<file path="config.mk">
export PLATFORM = sky130hd
export DESIGN_NAME = hps_cmd_responder
export DESIGN_NICKNAME = d
export VERILOG_FILES = /design/src/rtl/hps_cmd_pkg.sv /design/src/rtl/hps_cmd_responder.sv
export SDC_FILE = /design/constraint.sdc
export NUM_CORES = 1
export LEC_CHECK = 0
export CAP_MARGIN = 20
export CORE_MARGIN = 1.5
export CORE_UTILIZATION = 40
export DETAILED_ROUTE_END_ITERATION = 6
export GPL_TIMING_DRIVEN = 0
export PLACE_DENSITY = 0.78
export SKIP_CTS_REPAIR_TIMING = 1
export SLEW_MARGIN = 5
export SYNTH_ARGS = -nofsm -noshare
export SYNTH_HDL_FRONTEND = slang
export SYNTH_SLANG_ARGS = --single-unit
export TNS_END_PERCENT = 100
</file>
<file path="constraint.sdc">
create_clock -name clk_clk -period 8.2 [get_ports clk_clk]
set_input_delay 0.82 -clock clk_clk [delete_from_list [all_inputs] [get_ports clk_clk]]
set_output_delay 0.82 -clock clk_clk [all_outputs]
set_load 0.02 [all_outputs]
</file>
<file path="src/rtl/hps_cmd_pkg.sv">
// Shared types and constants for the HPS PIO command responder.
package hps_cmd_pkg;

  typedef enum logic [1:0] {
    OP_NOP   = 2'b00,
    OP_WRITE = 2'b01,
    OP_READ  = 2'b10,
    OP_RUN   = 2'b11
  } op_e;

  typedef enum logic [2:0] {
    S_IDLE,
    S_ISSUE,
    S_WAIT_RSP,
    S_DONE,
    S_ERR
  } state_e;

  localparam logic [1:0] ST_IDLE = 2'b00;
  localparam logic [1:0] ST_BUSY = 2'b01;
  localparam logic [1:0] ST_DONE = 2'b10;
  localparam logic [1:0] ST_ERR  = 2'b11;

  localparam int OP_LSB    = 0;
  localparam int OP_MSB    = 1;
  localparam int ADDR_LSB  = 2;
  localparam int ADDR_MSB  = 18;
  localparam int WDATA_LSB = 19;
  localparam int WDATA_MSB = 26;
  localparam int RSVD_LSB  = 27;
  localparam int RSVD_MSB  = 31;

  localparam logic [31:0] TMO_SENTINEL = 32'hFFFF_FFFF;

endpackage

</file>
<file path="src/rtl/hps_cmd_responder.sv">
// Decodes HPS PIO instruction words into one back-end command/response
// transaction each and reports result plus status back through the PIOs.
module hps_cmd_responder
  import hps_cmd_pkg::*;
#(
  parameter int TIMEOUT_CYCLES = 1024,
  parameter int ADDR_W         = 17
) (
  input  logic              clk_clk,
  input  logic              reset_reset_n,
  input  logic [31:0]       instrucao,
  input  logic [1:0]        act_ins,
  output logic [31:0]       data_out,
  output logic [1:0]        wait_s,
  output logic              cmd_valid,
  input  logic              cmd_ready,
  output logic [1:0]        cmd_op,
  output logic [ADDR_W-1:0] cmd_addr,
  output logic [7:0]        cmd_wdata,
  input  logic              rsp_valid,
  input  logic [31:0]       rsp_data
);

  state_e      state;
  logic        start_prev;
  logic [31:0] tmo_cnt;

  op_e                          instr_op;
  logic [ADDR_MSB-ADDR_LSB:0]   instr_addr;
  logic [WDATA_MSB-WDATA_LSB:0] instr_wdata;
  logic                         unused_rsvd;
  logic                         start_rise;
  logic [31:0]                  tmo_next;
  logic                         tmo_hit;

  assign instr_op    = op_e'(instrucao[OP_MSB:OP_LSB]);
  assign instr_addr  = instrucao[ADDR_MSB:ADDR_LSB];
  assign instr_wdata = instrucao[WDATA_MSB:WDATA_LSB];
  assign unused_rsvd = ^instrucao[RSVD_MSB:RSVD_LSB];

  assign start_rise = act_ins[0] & ~start_prev;

  // The count after this edge is compared, so ERR is entered exactly
  // TIMEOUT_CYCLES edges after the command was issued.
  assign tmo_next = tmo_cnt + 32'd1;
  assign tmo_hit  = (TIMEOUT_CYCLES != 0) && (tmo_next == 32'(TIMEOUT_CYCLES));

  always_ff @(posedge clk_clk or negedge reset_reset_n) begin
    if (!reset_reset_n) begin
      state      <= S_IDLE;
      start_prev <= 1'b0;
      tmo_cnt    <= '0;
      data_out   <= '0;
      wait_s     <= ST_IDLE;
      cmd_valid  <= 1'b0;
      cmd_op     <= '0;
      cmd_addr   <= '0;
      cmd_wdata  <= '0;
    end else begin
      start_prev <= act_ins[0];
      if (act_ins[1]) begin
        state     <= S_IDLE;
        wait_s    <= ST_IDLE;
        cmd_valid <= 1'b0;
      end else begin
        case (state)
          S_IDLE: begin
            if (start_rise) begin
              cmd_op    <= instr_op;
              cmd_addr  <= ADDR_W'(instr_addr);
              cmd_wdata <= instr_wdata;
              if (instr_op == OP_NOP) begin
                data_out <= '0;
                wait_s   <= ST_DONE;
                state    <= S_DONE;
              end else begin
                cmd_valid <= 1'b1;
                wait_s    <= ST_BUSY;
                tmo_cnt   <= '0;
                state     <= S_ISSUE;
              end
            end
          end
          S_ISSUE: begin
            tmo_cnt <= tmo_next;
            if (tmo_hit) begin
              data_out  <= TMO_SENTINEL;
              wait_s    <= ST_ERR;
              cmd_valid <= 1'b0;
              state     <= S_ERR;
            end else if (cmd_ready) begin
              cmd_valid <= 1'b0;
              state     <= S_WAIT_RSP;
            end
          end
          S_WAIT_RSP: begin
            tmo_cnt <= tmo_next;
            // A response landing on the timeout edge still counts as in time.
            if (rsp_valid) begin
              data_out <= rsp_data;
              wait_s   <= ST_DONE;
              state    <= S_DONE;
            end else if (tmo_hit) begin
              data_out <= TMO_SENTINEL;
              wait_s   <= ST_ERR;
              state    <= S_ERR;
            end
          end
          S_DONE, S_ERR: begin
            if (!act_ins[0]) begin
              wait_s <= ST_IDLE;
              state  <= S_IDLE;
            end
          end
          default: state <= S_IDLE;
        endcase
      end
    end
  end

endmodule

</file>
==> metrics, run 1 <==
CTS clk-pin slew, worst paths around 0.06 ns; H-tree depth 3; CP delay by family, top simple AND/OR/NAND/NOR gates; Max Cap Violations 0; area delta synth->final 33.0%; Final Cell Area 7130 um^2; DR WL/cell 17.2 um; sw frac ~37%; CP Cell Sequence ha_1 -> nand4_4 -> nor4_2 -> and4_1 -> xor2_1 -> nor4b_1 -> nand4_1 -> a31oi_1 -> o32ai_1; fin. max-slew vios 0; drt first pass iters 5; Vias/cell 5.81; Post-Syn Area per Cell 9.68 um^2; worst skew pair latency approximately 0.35 ns; row cnt 42; Post-Synthesis Cell Area 5360 um^2; first-pass GRT wire length 24,700 um; most frequent cells in the layout 124 x clkdlybuf4s50_1, 98 x dfrtp_1, 50 x o21ai_0, 44 x nand2_1, 36 x nor2_1; Yosys cell types a little over 60; power per cell area around 260 nW/um^2; cell at the root of the clock tree clkbuf_16; slowest cell delay on critical path about 0.64 ns; CTS Buf Count 9; chip height 119 um; final hold vios 0; Initial DRC Count 413; area leader, netlist dfrtp_1; final setup vio count 0; Max VDD drop 215 uV; layout cell share with drive strength beyond 1 13.8%; GRT Resource Usage Total 21.6%; part of the power in registers 36.0%; Clock power frac a little over a fifth; Final ANT Viol Nets 0; CP Class register to register; startpoint types register; CP max FO 9; Worst Skew 0.0101 ns; CP max-delay cell nor4_2; routability-driven placement congestion ratio approximately 0.98; # IOs 132; via count 5,065; DRC errors left 0; n_diodes 0; yosys warns 0; Total Wirelength roughly 15,000 um; Post-Synthesis Cells 554; most common flop cell mapped by yosys dfrtp_1; core area 13,100 um^2; largest net degree at the start of global routing 56; vias in the first global route 5,048; period utilization 42.6%; endpoint class of the critical path register; Slew headroom ~47%; f_max ~290 MHz; commonest non-fill, non-tap cell in the layout clkdlybuf4s50_1; GRT overflow 0; dpl cells 856; leakage 2.98 nW; Worst EP required between 8 and 9 ns; hold crit path type primary input to asynchronous set/reset pin; detailed placement HPWL 10,700 um; post-synthesis net count 625; Nets around 760; sw power 0.694 mW; initial core utilization 40.8%; Internal 1.18 mW; Port Buffers 125; RSZ-0062 raised after global routing false; top cells by area, synth dfrtp_1 46%, mux2_2 5.7%, o21ai_0 4.7%, a22oi_1 4.6%, nand2_1 3.1%; crit path buf inv count 0; clock tree sinks 98; initial antenna violation count 0; Setup TNS 0 ns; WP data arrival roughly 3.7 ns; die width 119 um; pin slew with the least headroom to its limit just under 0.8 ns; share of the yosys chip area belonging to registers 45.7%; Post-synth EDFFs 0; clk buf depth 2; CTS tree built; Synth top area share 45.7%; Tmin final 3.50 ns; Post-DP Area 6860 um^2; run status completed; asr flop ratio synth 100%; final cell count without fillers ~870; Synth Register Bits 98; DIE AREA roughly 14,000 um^2; Combinational Power Share a little over two fifths
-- flip-flops by register name (all words and copies together) (netlist names) --
register and count:
cmd_addr 17, cmd_op 2, cmd_valid 1, cmd_wdata 8
data_out 32, start_prev 1, state 3, tmo_cnt 32
wait_s 2
-- worst paths after layout --
check | startpoint | to | slack (ns) | cells past startpoint
max in group asynchronous | reset_reset_n | tmo_cnt[27]$_DFFE_PN0P_ | 7.03 | 2
setup reg to reg | tmo_cnt[0]$_DFFE_PN0P_ | state[1]$_DFFE_PN0P_ | 4.70 | 9
setup / recovery | tmo_cnt[0]$_DFFE_PN0P_ | state[1]$_DFFE_PN0P_ | 4.70 | 9
hold / removal | reset_reset_n | data_out[19]$_DFFE_PN0P_ | 0.47 | 1
min in group clk_clk | data_out[23]$_DFFE_PN0P_ | data_out[23]$_DFFE_PN0P_ | 0.50 | 2
hold reg to reg | data_out[23]$_DFFE_PN0P_ | data_out[23]$_DFFE_PN0P_ | 0.50 | 2
-- synth_stat cells (3+ instances only) --
| library cell | number |
|---|---|
| nand2_2 | 21 |
| o22ai_1 | 3 |
| mux2_2 | 27 |
| buf_6 | 5 |
| a21oi_1 | 17 |
| and4_1 | 7 |
| buf_4 | 5 |
| xnor2_1 | 10 |
| mux2i_1 | 4 |
| a41oi_1 | 3 |
| or3_1 | 3 |
| o31ai_1 | 10 |
| and2_1 | 7 |
| o41ai_1 | 4 |
| nand2b_1 | 3 |
| a22oi_1 | 33 |
| xor2_1 | 4 |
| nand3_1 | 20 |
| o21ai_0 | 50 |
| nand2_1 | 44 |
| buf_2 | 7 |
| and3_1 | 4 |
| clkbuf_1 | 28 |
| dfrtp_1 | 98 |
| nand3b_1 | 3 |
| nor2_1 | 36 |
| inv_1 | 7 |
| nor4_1 | 11 |
| nand4_1 | 15 |
| a31oi_1 | 11 |
| nor3_1 | 14 |
-- power by group through the flow --
stage	Combinational, mW	Sequential [mW]	Clock [mW]
global route	0.858	0.688	0.425
floorplan	0.304	0.808	0
finish	0.805	0.675	0.396
CTS	0.803	0.675	0.406
detailed placement	0.798	0.681	0
global placement	0.776	0.674	0
-- metrics by stage --
step / setup slack [ns] / utilization [%] / hold WS, ns / power (mW)
6_report: 4.70 / 54.3 / 0.470 / 1.88
5_1_grt: 4.46 / 54.3 / 0.517 / 1.97
4_1_cts: 4.77 / 54.3 / 0.491 / 1.88
3_5_place_dp: 4.79 / 52.2 / 0.493 / 1.48
3_3_place_gp: 2.70 / 52.0 / 0.481 / 1.45
2_1_floorplan: 5.41 / - / 0.470 / 1.11
-- metal layers --
metal  wire (um)  vias up  GRT usage, %
li1            -     2329             -
met1        6120     2445          27.6
met3        1340       40          6.85
met5           0        -             0
met4         408        0          8.36
met2        7120      251          34.2
-- area by class of cell --
class	count	area, um^2
inverter	7	26.3
tap	176	220
buffer	47	243
sequential	98	2450
fill	1204	6010
multi-input combinational	402	2640
clock inverter	4	26.3
timing repair buffer	126	1280
clock buffer	12	246
-- logic make-up (layout without fill, tap and decap cells) --
logic type | after synthesis | count (layout) | share of synthesized area (%)
xor gates and xnor gates | 14 | 14 | 2.29
buffers and inverters | 54 | 196 | 5.02
adders and majority gates | 1 | 1 | 0.233
muxes | 31 | 31 | 6.42
and+or+nand+nor | 205 | 205 | 21.9
AOI/OAI and AO/OA | 151 | 151 | 18.4
DFF | 98 | 98 | 45.7
(Power assumes the default switching activity.)
==> inputs of run 2 (changes only) <==
clock period = 3.6 ns   (was 8.2 ns; I/O delays follow)
==> metrics, run 2 (synthesized netlist as in run 1, its figures left out) <==
CP Class register to register; clk buf depth 2; worst skew pair latency 0.35 ns; RSZ-0062 raised after global routing false; DRC errors left 0; CP max-delay cell or4_4; fin. max-slew vios 0; clock tree sinks 98; Worst Skew 0.00931 ns; r2r worst-path depth 10; reg2reg setup slack 0.28 ns; row cnt 42; critical path launch point tmo_cnt[0]$_DFFE_PN0P_; DR WL/cell ~17 um; Vias/cell 5.85; Tmin final 3.32 ns; startpoint types register; Final ANT Viol Nets 0; WP data arrival 3.60 ns; f_max ~300 MHz; vias in the first global route a little over 5k; leakage 3.00 nW; CTS Buf Count 9; final hold vios 0; initial antenna violation count 0; Top Registers data_out: 32 flops, tmo_cnt: 32 flops, cmd_addr: 17 flops; most frequent cells in the layout 124 x clkdlybuf4s50_1, 98 x dfrtp_1, 50 x o21ai_0, 44 x nand2_1, 36 x nor2_1; total power about 4.3 mW; Total Wirelength 15,000 um; Setup TNS 0 ns; hold crit path type primary input to asynchronous set/reset pin; slowest cell delay on critical path 0.56 ns; most frequent CP cell nand4_4; CTS tree built; initial core utilization 40.8%; Nets around 760; power per cell area 599 nW/um^2; layout cell share with drive strength beyond 1 13.8%; DIE AREA about 14,000 um^2; cell at the root of the clock tree clkbuf_16; pin slew with the least headroom to its limit ~0.71 ns; dpl cells 856; RR Endpoint data_out[21]$_DFFE_PN0P_; Fill cells 1,203; Post-DP Area 6860 um^2; Max VDD drop 490 uV; drt first pass iters 5; Initial DRC Count around 370; largest net degree at the start of global routing 56; Final Cell Area 7140 um^2; core area between 10,000 and 15,000 um^2; CP max FO 10; Max Cap Violations 0; Setup crit end data_out[21]$_DFFE_PN0P_; GRT overflow 0; H-tree depth 3; n_diodes 0; area delta synth->final 33.2%; via count 5,097; # IOs roughly 130; first-pass GRT wire length 24,700 um; commonest non-fill, non-tap cell in the layout clkdlybuf4s50_1; final setup vio count 0; r2r startpoint tmo_cnt[0]$_DFFE_PN0P_; endpoint class of the critical path register; hold slack 0.00886 ns; die width approximately 120 um; GRT Resource Usage Total 21.6%; Port Buffers 125; Slew headroom a little over half; period utilization 92.2%; CP Cell Sequence ha_1 -> nand4_4 -> nor4_1 -> xnor2_1 -> o21ai_2 -> or4_4 -> nor4b_4 -> nand4_4 -> buf_6 -> nand2_2; final cell count without fillers between 800 and 900; detailed placement HPWL between 10,000 and 15,000 um; chip height 119 um; CTS clk-pin slew, worst paths 0.06 ns; routability-driven placement congestion ratio 0.978; run status completed; Worst EP required 3.88 ns
[run 2: area by class of cell]
type	count	area, um^2	share of cell area (%)
Buffer	47	243	3.40
Clock buffer	12	246	3.45
Clock inverter	4	26.3	0.368
Inverter	7	26.3	0.368
Multi-Input combinational cell	402	2650	37.1
Sequential cell	98	2450	34.3
Tap cell	176	220	3.08
Timing Repair Buffer	126	1280	17.9
[run 2: stage by stage]
step                worst slack (ns)  util, %
finish                         0.281     54.3
detailed placement             0.186     52.2
floorplan                      0.808        -
CTS                            0.165     54.3
global route                  0.0983     54.3
global placement               -1.44     52.0
[run 2: worst min-delay path by stage]
stage	cells past startpoint	to	start
after floorplan	0	cmd_addr[0]$_DFFE_PN0P_	reset_reset_n
after global placement	2	data_out[23]$_DFFE_PN0P_	data_out[23]$_DFFE_PN0P_
after detailed placement	1	data_out[19]$_DFFE_PN0P_	reset_reset_n
after CTS	1	data_out[14]$_DFFE_PN0P_	reset_reset_n
after global routing	1	data_out[14]$_DFFE_PN0P_	reset_reset_n
final	1	data_out[19]$_DFFE_PN0P_	reset_reset_n
[run 2: power breakdown]
group | internal [mW] | switching (mW)
Sequential | 1.38 | 0.161
Clock | 0.488 | 0.412
Combinational | 0.829 | 1.01
[run 2: routing by layer]
layer | vias up | GRT usage, % | wire length (um)
met1 | 2485 | 27.6 | 6190
met2 | 245 | 34.2 | 7140
li1 | 2327 | - | -
met5 | - | 0 | 0
met3 | 40 | 6.85 | 1280
met4 | 0 | 8.36 | 392
[run 2: critical path: cells and delay by family (launching register included)]
family          cells  cell delay (ns)
buf+inv             1             0.22
flops               1             0.45
fa+ha+maj           1             0.34
compound gates      1             0.11
simple gates        6             1.92
xor+xnor            1             0.22
==> inputs of run 3 (changes only) <==
--- a/constraint.sdc
+++ b/constraint.sdc
@@ -3,2 +3,2 @@
 set_output_delay 0.36 -clock clk_clk [all_outputs]
-set_load 0.02 [all_outputs]
+set_load 0.005 [all_outputs]
==> results of run 3 <==
Same layout as run 2 (identical final DEF). Status: completed.
Among the figures that moved: total power 4.28 mW -> 3.99 mW; worst IR drop on VDD 490 uV -> 437 uV
